**config.mk**
```make
export PLATFORM = sky130hd
export DESIGN_NAME = fifo_rd_packer
export DESIGN_NICKNAME = d
export VERILOG_FILES = /design/src/rtl/fifo_rd_packer.sv
export SDC_FILE = /design/constraint.sdc
export NUM_CORES = 1
export LEC_CHECK = 0
export ABC_AREA = 1
export CAP_MARGIN = 0
export CORE_UTILIZATION = 45
export CTS_CLUSTER_SIZE = 24
export DETAILED_ROUTE_END_ITERATION = 7
export MAX_ROUTING_LAYER = met4
export PLACE_DENSITY = 0.71
export SYNTH_ARGS = -nofsm -noshare
export SYNTH_HDL_FRONTEND = slang
export SYNTH_SLANG_ARGS = --single-unit
```
**constraint.sdc**
```tcl
create_clock -name rclk -period 2.75 [get_ports rclk]
set_input_delay 0.4125 -clock rclk [delete_from_list [all_inputs] [get_ports rclk]]
set_output_delay 0.4125 -clock rclk [all_outputs]
set_load 0.05 [all_outputs]
```
**src/rtl/fifo_rd_packer.sv**
```systemverilog
// Read-side packer: pops bytes from the async FIFO read port and packs them into little-endian words.
// Optional partial-word flush on idle timeout is enabled by defining FIFO_RD_PACK_TIMEOUT_EN.
module fifo_rd_packer #(
  parameter int BYTES   = 4,
  parameter int TIMEOUT = 16
) (
  input  logic               rclk,
  input  logic               rrst_n,
  input  logic               rempty,
  input  logic [7:0]         rd_data,
  output logic               rinc,
  output logic [8*BYTES-1:0] out_data,
  output logic [BYTES-1:0]   out_be,
  output logic               out_valid,
  input  logic               out_ready
);

  localparam int IW = $clog2(BYTES + 1);
  localparam logic [IW-1:0] IDX_LAST = IW'(BYTES - 1);
  localparam logic [IW-1:0] IDX_FULL = IW'(BYTES);

  logic [IW-1:0]      idx;
  logic [8*BYTES-1:0] acc;
  logic [8*BYTES-1:0] acc_ins;
  logic [8*BYTES-1:0] word_q;
  logic [BYTES-1:0]   be_q;
  logic               valid_q;
  logic               flush_pend;
  logic               slot_free;
  logic               pop;
  logic               full_held;

  assign slot_free = ~valid_q | out_ready;
  assign full_held = (idx == IDX_FULL);
  assign rinc      = rrst_n & ~rempty & (idx < IDX_FULL) & ~flush_pend;
  assign pop       = rinc;

  // accumulator with the incoming byte already placed at idx
  always_comb begin
    acc_ins = acc;
    for (int i = 0; i < BYTES; i++) begin
      if (idx == IW'(i)) acc_ins[8*i +: 8] = rd_data;
    end
  end

`ifdef FIFO_RD_PACK_TIMEOUT_EN
  localparam logic [7:0] TMO = 8'(TIMEOUT);

  logic [7:0]         tmo_cnt;
  logic [8*BYTES-1:0] part_data;
  logic [BYTES-1:0]   part_be;

  always_comb begin
    part_data = '0;
    part_be   = '0;
    for (int i = 0; i < BYTES; i++) begin
      if (IW'(i) < idx) begin
        part_data[8*i +: 8] = acc[8*i +: 8];
        part_be[i]          = 1'b1;
      end
    end
  end

  always_ff @(posedge rclk) begin
    if (!rrst_n) begin
      tmo_cnt    <= '0;
      flush_pend <= 1'b0;
    end else if (flush_pend) begin
      if (slot_free) begin
        tmo_cnt    <= '0;
        flush_pend <= 1'b0;
      end
    end else if (pop || idx == '0) begin
      tmo_cnt <= '0;
    end else if (!full_held && tmo_cnt != TMO) begin
      tmo_cnt <= tmo_cnt + 8'd1;
      if (tmo_cnt + 8'd1 == TMO) flush_pend <= 1'b1;
    end
  end
`else
  assign flush_pend = 1'b0;
`endif

  always_ff @(posedge rclk) begin
    if (!rrst_n) begin
      idx     <= '0;
      acc     <= '0;
      word_q  <= '0;
      be_q    <= '0;
      valid_q <= 1'b0;
    end else begin
      if (valid_q && out_ready) valid_q <= 1'b0;
      // a held full word has priority; popping resumes on the following edge
      if (full_held && slot_free) begin
        word_q  <= acc;
        be_q    <= '1;
        valid_q <= 1'b1;
        idx     <= '0;
      end
`ifdef FIFO_RD_PACK_TIMEOUT_EN
      else if (flush_pend && slot_free) begin
        word_q  <= part_data;
        be_q    <= part_be;
        valid_q <= 1'b1;
        idx     <= '0;
      end
`endif
      else if (pop) begin
        acc <= acc_ins;
        if (idx == IDX_LAST) begin
          if (slot_free) begin
            word_q  <= acc_ins;
            be_q    <= '1;
            valid_q <= 1'b1;
            idx     <= '0;
          end else begin
            idx <= IDX_FULL;
          end
        end else begin
          idx <= idx + IW'(1);
        end
      end
    end
  end

  assign out_valid = valid_q;
  assign out_data  = valid_q ? word_q : '0;
  assign out_be    = valid_q ? be_q : '0;

endmodule

```
==> results.md, run 1 <==
- The worst setup path is launched from a flip-flop.
- The most common flop cell mapped by yosys is sky130_fd_sc_hd__dfxtp_1.
- From left edge to right edge, the die measures 88.2 um.
- The synthesized-area fraction occupied by adder cells is 0.0150.
- The fraction of synthesized area in multiplexers is 0.
- The final max-slew violation count is 0.
- A synthesized cell averages between 6 and 7 um^2.
- The commonest cells after synthesis are 189 x sky130_fd_sc_hd__nand2_1, 80 x sky130_fd_sc_hd__inv_1, 76 x sky130_fd_sc_hd__nor2_1.
- The first routing iteration left approximately 190 violations.
- Setup repair after global routing left no endpoint under its margin.
- The net count of the mapped netlist is about 550.
- STA classifies the critical path endpoint as an output pin.
- Of the total power, the share spent switching nets is 0.248.
- The proportion of layout cells with a drive suffix above 1 is 0.126.
- The number of distinct library cells after synthesis is 18.
- The peak supply drop is about 0.29 mV.
- Of the total synthesized cell area, the portion taken by AND, OR, NAND and NOR gates is 0.341.
- The via count of the first global-routing pass was around 2700.
- The H-tree was split into 3 levels.
- The initial core utilization is 0.463.
- For this run, design rule violations remaining after detail routing come to 0.
- Of the total power, registers draw 0.515.
- Port buffering added a little under 50 buffers.
- The synthesized design contains 0 enable-type register cells.
- No sink is reached through more buffers than the 2 on the longest clock path.
- For this run, the top clock speed supported by timing is 487 MHz.
- The area added between synthesis and finish is 17.7%.
- The CTS root buffer is sky130_fd_sc_hd__clkbuf_8.
- The complex-gate fraction of the synthesized area was 0.0808.
- The arrival time at the worst endpoint is roughly 1.6 ns.
- In the final layout, the multi-input gates occupy around 1500 um^2.
- The share of total power dissipated in the clock network is 0.417.
- The required arrival time at the worst endpoint is between 2 and 2.5 ns.
- The path depth of the worst reg2reg path is 8.
- At the later pin of the worst-skew pair, clock insertion delay measures between 0.3 and 0.4 ns.
- TritonCTS built the clock tree.
- Of the total synthesized cell area, the portion taken by XOR and XNOR cells is 0.
- The number of filler instances in the final layout is roughly 750.
- The cell-internal power is around 0.0015 W.
- For this run, the total global-route usage over all layers was measured as 0.207.
- Summed over all cells, the static leakage comes to ~2.2 nW.
- After detailed routing, the average wire length per cell comes to ~11 um.
- In this run the count of I/O pins placed on the die edge is 50.
- After clock tree synthesis, the flow added hold-fix buffers numbering 0.
- The class of the tightest hold or removal check is primary input to flip-flop.
- The flow ran to the end, and the final reports show no timing, DRC or antenna violations.
- Entering global routing, the biggest net connects 56 pins.
- The first global-routing pass estimated 12100 um of wire.
- The setup violation total in the final timing report is 0.
- The number of standard-cell rows in the floorplan is 31.
- Using the TritonRoute via totals, the vias-per-cell ratio works out to 4.55.
- The actual transition at the worst max-transition pin is ~0.58 ns.
- The setup skew after layout is 0.0114 ns.
- In the post-synthesis netlist, the biggest area contributors are sky130_fd_sc_hd__dfxtp_1 41%, sky130_fd_sc_hd__nand2_1 21%, sky130_fd_sc_hd__inv_1 9.0%.
- The switching power is 0.000495 W.
- The clock slew at the register clock pins of the worst setup and hold paths is roughly 0.070 ns.
- During synthesis, Yosys emitted a total of 0 warnings.
- The shortest clock period the worst path allows after layout is roughly 2.1 ns.
- Yosys instantiated no cell more often than sky130_fd_sc_hd__nand2_1.
- The power after layout is roughly 0.0020 W.
- The number of sinks on the clock net is between 60 and 70.
- The remaining antenna violation count is 0.
- The routed layout has 3060 vias.
- After synthesis the netlist holds a flip-flop and latch count of approximately 70.
- The combinational family with the most area after synthesis is simple AND/OR/NAND/NOR gates.
- The fraction of registers with async set/reset is 0.
- The biggest fanout along the worst timing path is 23.
- The total setup buffers inserted after CTS is 0.
- The total congestion overflow is 0.
- The final total negative setup slack is 0 ns.
- The count of TritonRoute iterations in the first routing pass is 4.
- The hold path depth is 3.
- The number of gates resized after CTS was 0.
- The number of nets in the layout is approximately 580.
- Dividing the final minimum period by the clock period gives 0.746.
- Buffers inserted during clock tree synthesis total 9.
- The initial antenna violation count is 0.
- The total die area is between 7000 and 8000 um^2.
- The critical path class is flip-flop to output pin.
- The tool flagged a number of max-cap violations equal to 0.
- The relative slew slack is 0.615.
- The number of antenna diodes in the final layout is 0.
- The congestion estimate from routability-driven global placement came to about 0.79.
- The combinational share of power is 0.069.
- The routed design has 7360 um of wire.
- The y dimension of the die is ~88 um.
- Power spread over the standard cell area amounts to approximately 510 nW/um^2.
- The footprint of the flip-flops and latches is ~1400 um^2.
- The total area inside the core boundary comes to 7210 um^2.
- The synthesized netlist cell count is approximately 530.
- The final number of hold-violating endpoints is 0.
- The cell type with the highest aggregate area in the netlist is sky130_fd_sc_hd__dfxtp_1.
- The netlist area before placement is 3340 um^2.
- The total half-perimeter wirelength after legalization and detailed placement is between 4000 and 5000 um.
- The share of synthesized area in the top cell type comes to 0.413.
- The sequential cell area fraction in the yosys report is 0.413.
[power groups by stage]
stage	sequential (W)	combinational, W	clock (W)
global placement	0.00105	0.000134	0
CTS	0.00103	0.000138	0.000843
global route	0.00103	0.000154	0.000887
detailed placement	0.00105	0.000137	0
floorplan	0.00105	0.0000933	0
finish	0.00103	0.000137	0.000833
[cell type report]
cell class                      count  area share
Multi-Input combinational cell    349       0.372
Sequential cell                    69       0.351
Timing Repair Buffer               55       0.117
Inverter                           84      0.0801
Clock buffer                       12      0.0369
Tap cell                           99      0.0315
Clock inverter                      4      0.0121
[flip-flops by register name (all words and copies together) (netlist names)]
name       flops
acc           32
word_q        32
be_q           1
idx            3
out_valid      1
[cell families after synthesis]
group	Yosys count
buffers and inverters	115
adders and majority gates	4
and+or+nand+nor	291
AOI/OAI and AO/OA	54
DFF	69
[cell usage in the layout, fill, tap and decap left out]
cell,synthesis,layout
sky130_fd_sc_hd__ha_1,4,4
sky130_fd_sc_hd__bufinv_16,0,1
sky130_fd_sc_hd__nand2_1,189,188
sky130_fd_sc_hd__clkinvlp_4,0,1
sky130_fd_sc_hd__buf_2,11,1
sky130_fd_sc_hd__nor2_1,76,76
sky130_fd_sc_hd__nand2_2,5,6
sky130_fd_sc_hd__inv_1,80,80
sky130_fd_sc_hd__nand3_1,18,18
sky130_fd_sc_hd__a21oi_1,15,15
sky130_fd_sc_hd__buf_4,9,42
sky130_fd_sc_hd__nand2_4,1,1
sky130_fd_sc_hd__clkbuf_1,6,2
sky130_fd_sc_hd__inv_2,4,4
sky130_fd_sc_hd__clkinv_2,0,2
sky130_fd_sc_hd__clkbuf_8,0,10
sky130_fd_sc_hd__dfxtp_1,69,69
sky130_fd_sc_hd__o21ai_0,36,36
sky130_fd_sc_hd__clkdlybuf4s50_1,0,10
sky130_fd_sc_hd__o21ai_1,3,3
sky130_fd_sc_hd__nor2_2,2,2
sky130_fd_sc_hd__buf_12,0,2
[path summary, 6_finish.rpt]
| kind | startpoint | end | slack, ns |
|---|---|---|---|
| max | out_valid | out_be[2] | 0.70 |
| min | rrst_n | acc[15] | 0.44 |
| max reg2reg | out_valid | word_q[11] | 0.99 |
| min reg2reg | be_q[2] | be_q[2] | 0.46 |
[through the flow]
step	instances	cell area [um^2]	setup slack, ns	hold WS, ns	util
after global routing	672	3940	0.578	0.465	0.546
after floorplan	533	3340	0.593	0.430	-
after detailed placement	656	3740	0.793	0.450	0.519
after CTS	672	3940	0.672	0.438	0.546
final	672	3940	0.698	0.443	0.546
after global placement	656	3740	0.884	0.447	0.519
[metal layers]
layer,part of all wire,global-route usage,up-vias
met2,0.46,0.345,63
met5,0,-,-
met1,0.48,0.242,1342
met4,0.019,0.0821,0
met3,0.043,0.0452,16
li1,-,-,1639
[worst max-delay path, cell delays in order (launching register included)]
cell and delay (ns):
sky130_fd_sc_hd__dfxtp_1 0.69, sky130_fd_sc_hd__buf_12 0.23, sky130_fd_sc_hd__nand2_1 0.06, sky130_fd_sc_hd__inv_1 0.10, sky130_fd_sc_hd__buf_4 0.21
(Power assumes the default switching activity.)
==> run 2, diff against run 1 <==
==> constraint.sdc (replaced) <==
create_clock -name rclk -period 2.08 [get_ports rclk]
set_input_delay 0.312 -clock rclk [delete_from_list [all_inputs] [get_ports rclk]]
set_output_delay 0.312 -clock rclk [all_outputs]
set_load 0.05 [all_outputs]
==> run 2 against run 1 <==
Effect of this change:
- total power up 45%
- die area unchanged
- sequential cell count unchanged
- hold slack worse by 0.092 ns
- critical endpoint is now word_q[25]
- register-to-register slack worse by 0.75 ns
- sequential share of layout area down 4.3 points
- clock power up 62%
- critical path depth up 7
==> results.md, run 2 (synthesis results as in run 1) <==
- The peak supply drop is around 0.43 mV.
- The worst hold path terminates at idx[2].
- The number of filler instances in the final layout is roughly 660.
- After detailed routing, the total wire length is about 7500 um.
- The initial antenna violation count is 0.
- The area added between synthesis and finish is 34.0%.
- Routability-driven placement finished with a final weighted congestion of about 0.81.
- The worst register-to-register path begins at idx[0].
- The worst path in the final design needs a cycle of 1.84 ns, including I/O delays and setup.
- The total number of vias is about 3200.
- The post-CTS resize count is 0.
- The hold path depth is 5.
- The cell count after placement is about 660.
- The biggest fanout along the worst timing path is 24.
- The final number of hold-violating endpoints is 0.
- The final total negative setup slack is 0 ns.
- The cell family contributing the most delay on the critical path is simple AND/OR/NAND/NOR gates.
- The worst register-to-register path has a setup slack of around 0.24 ns.
- Once layout is complete, the cells apart from fillers number around 680.
- The die is ~88 um tall.
- The final max-slew violation count is 0.
- The worst setup path is launched from a flip-flop.
- The tree is rooted in a sky130_fd_sc_hd__clkbuf_8.
- For this run, the post-layout net count is just under 600.
- The die covers between 7000 and 8000 um^2.
- The actual transition at the worst max-transition pin is 0.557 ns.
- Setup repair after global routing left no endpoint under its margin.
- The first global-routing pass estimated 12800 um of wire.
- Traced cell by cell, the critical path runs through inv_1 > ha_1 > nand2_1 > inv_1 > nand2_1 > nand2_1 > nand2_2 > buf_4 > nand2_1 > nand2_1 > nor2_1.
- The via count of the first global-routing pass was about 3000.
- The number of design-rule violations left by the first detailed-router iteration is approximately 170.
- The worst hold path belongs to the class primary input to flip-flop.
- The initial core utilization is 0.463.
- The total congestion overflow is 0.
- The number of buffers on the longest clock path is 2.
- The library cell used most frequently in the layout, excluding fill and tap cells, is sky130_fd_sc_hd__nand2_1.
- For this design the top-level I/O count stands at 50.
- The first TritonRoute pass finished after 4 iterations.
- Of the cells placed in the final design, the portion with a size suffix greater than 1 is 0.137.
- In the routed design, unresolved DRC markers number 0.
- Using the TritonRoute via totals, the vias-per-cell ratio works out to approximately 4.7.
- STA classifies the critical path endpoint as a flip-flop.
- The overall track demand over capacity in global routing is 0.220.
- The tree built by TritonCTS fans out to 69 sinks.
- For this run, the slowest stage of the critical path takes 0.38 ns.
- The most repeated library cell on the critical path is sky130_fd_sc_hd__nand2_1.
- For the worst setup path, the data arrival time is 2.08 ns.
- The critical register-to-register path endpoint is word_q[25].
- In the final routed layout, each cell accounts on average for around 11 um.
- The core region is around 7200 um^2.
- The number of cells on the worst reg-to-reg path is 11.
- The insertion delay to the later sink of the worst-skew pair is about 0.35 ns.
- Counting both buffers and inverters, the worst setup path holds a total of 3.
- The setup skew after layout is 0.00809 ns.
- The die outline width is around 88 um.
- The reported leakage power is around 2.4 nW.
- The remaining antenna violation count is 0.
- The worst setup path is of the flip-flop to flip-flop kind.
- TritonCTS created 9 clock buffers.
- The relative slew slack is 0.629.
- The top achievable clock speed is about 540 MHz.
- In this run the most critical hold path is launched from rrst_n.
- TritonCTS built the clock tree.
- In the finished design, the share of the clock period the worst path needs comes to 0.883.
- Once detailed placement completed, the half-perimeter wirelength came to between 5000 and 6000 um.
- The flow ran to the end, and the final reports show no timing, DRC or antenna violations.
- The number of buffers inserted by hold repair at cts is 0.
- The number of standard-cell rows in the floorplan is 31.
- The largest registers in the layout are acc (32), word_q (32), idx (3).
- Setup violations remaining at the end of the flow were counted as 0.
- Max-cap violations in this run came to 0.
- The total power divided by cell area is ~650 nW/um^2.
- For this design, the slowest cell found on the critical path is sky130_fd_sc_hd__dfxtp_1.
- The count of buffers inserted at the top-level ports is 49.
- The antenna diode count is 0.
- The clock slew at the register clock pins of the worst setup and hold paths is roughly 0.070 ns.
- The total setup buffers inserted after CTS is 0.
- For the worst setup path, the data required time is 2.33 ns.
- The maximum number of pins on one net before global-route repair is 56.
- Leaving out fill and tap cells, the most frequent cells in the layout are 188 x sky130_fd_sc_hd__nand2_1, 80 x sky130_fd_sc_hd__inv_1, 76 x sky130_fd_sc_hd__nor2_1.
- The CTS H-tree depth is 3.
## run 2: cell types whose count changed in the layout (fill, tap and decap cells not counted), sizes merged
cell	before	now
buf	45	50
clkinv	2	1
bufinv	1	3
clkinvlp	1	2
clkbuf	12	10
## run 2: through the flow
stage | hold slack [ns] | util | total power [W] | instance area (um^2) | setup WS (ns)
final | 0.350 | 0.621 | 0.00290 | 4480 | 0.243
after CTS | 0.347 | 0.621 | 0.00290 | 4480 | 0.219
after floorplan | 0.430 | - | 0.00151 | 3340 | 0.0230
after global placement | 0.441 | 0.587 | 0.00157 | 4230 | 0.240
after global routing | 0.400 | 0.621 | 0.00299 | 4480 | 0.0758
after detailed placement | 0.450 | 0.587 | 0.00157 | 4230 | 0.196
## run 2: worst max-delay path by stage
stage	startpoint	endpoint	depth (start not counted)
after floorplan	out_valid	out_be[1]	5
after global placement	out_ready	word_q[26]	10
after CTS	out_valid	out_be[1]	4
final	idx[0]	word_q[25]	11
after global routing	idx[0]	word_q[26]	11
after detailed placement	out_ready	word_q[27]	10
## run 2: worst reg2reg max path, delay by kind of cell (launching register included)
kind / cells / cell delay (ns)
flip-flops: 1 / 0.38
buffers and inverters: 3 / 0.45
AND/OR/NAND/NOR: 7 / 0.67
adder cells (fa/ha/maj): 1 / 0.23
## run 2: report_power, final
part,internal (W),leakage [nW],total [W],switching [W]
sequential,0.00135,0.558,0.00136,0.0000144
combinational,0.0000608,1.69,0.000184,0.000124
clock,0.000827,0.119,0.00135,0.000526
total,0.00223,2.36,0.00290,0.000664
## run 2: routing by layer
metal  global-route usage  vias up  routed length [um]
met2                0.369       65                3650
met4                0.125        0                 244
met5                    -        -                   0
met3               0.0339       20                 298
li1                     -     1653                   -
met1                0.248     1424                3330
## run 2: final cells by class
cell class / count / area, um^2 / area share
Clock buffer: 10 / 138 / 0.0307
Inverter: 84 / 315 / 0.0704
Multi-Input combinational cell: 349 / 1460 / 0.327
Timing Repair Buffer: 60 / 948 / 0.212
Tap cell: 99 / 124 / 0.0277
Sequential cell: 69 / 1380 / 0.308
Clock inverter: 6 / 110 / 0.0246
==> run 3, diff against run 2 <==
--- a/config.mk
+++ b/config.mk
@@ -8,6 +8,7 @@
 export ABC_AREA = 1
 export CAP_MARGIN = 0
 export CORE_UTILIZATION = 45
+export CTS_BUF_LIST = sky130_fd_sc_hd__clkbuf_8
 export CTS_CLUSTER_SIZE = 24
 export DETAILED_ROUTE_END_ITERATION = 7
 export MAX_ROUTING_LAYER = met4
==> results of run 3 <==
Same layout as run 2: the final DEF is identical, and so are final timing and power.
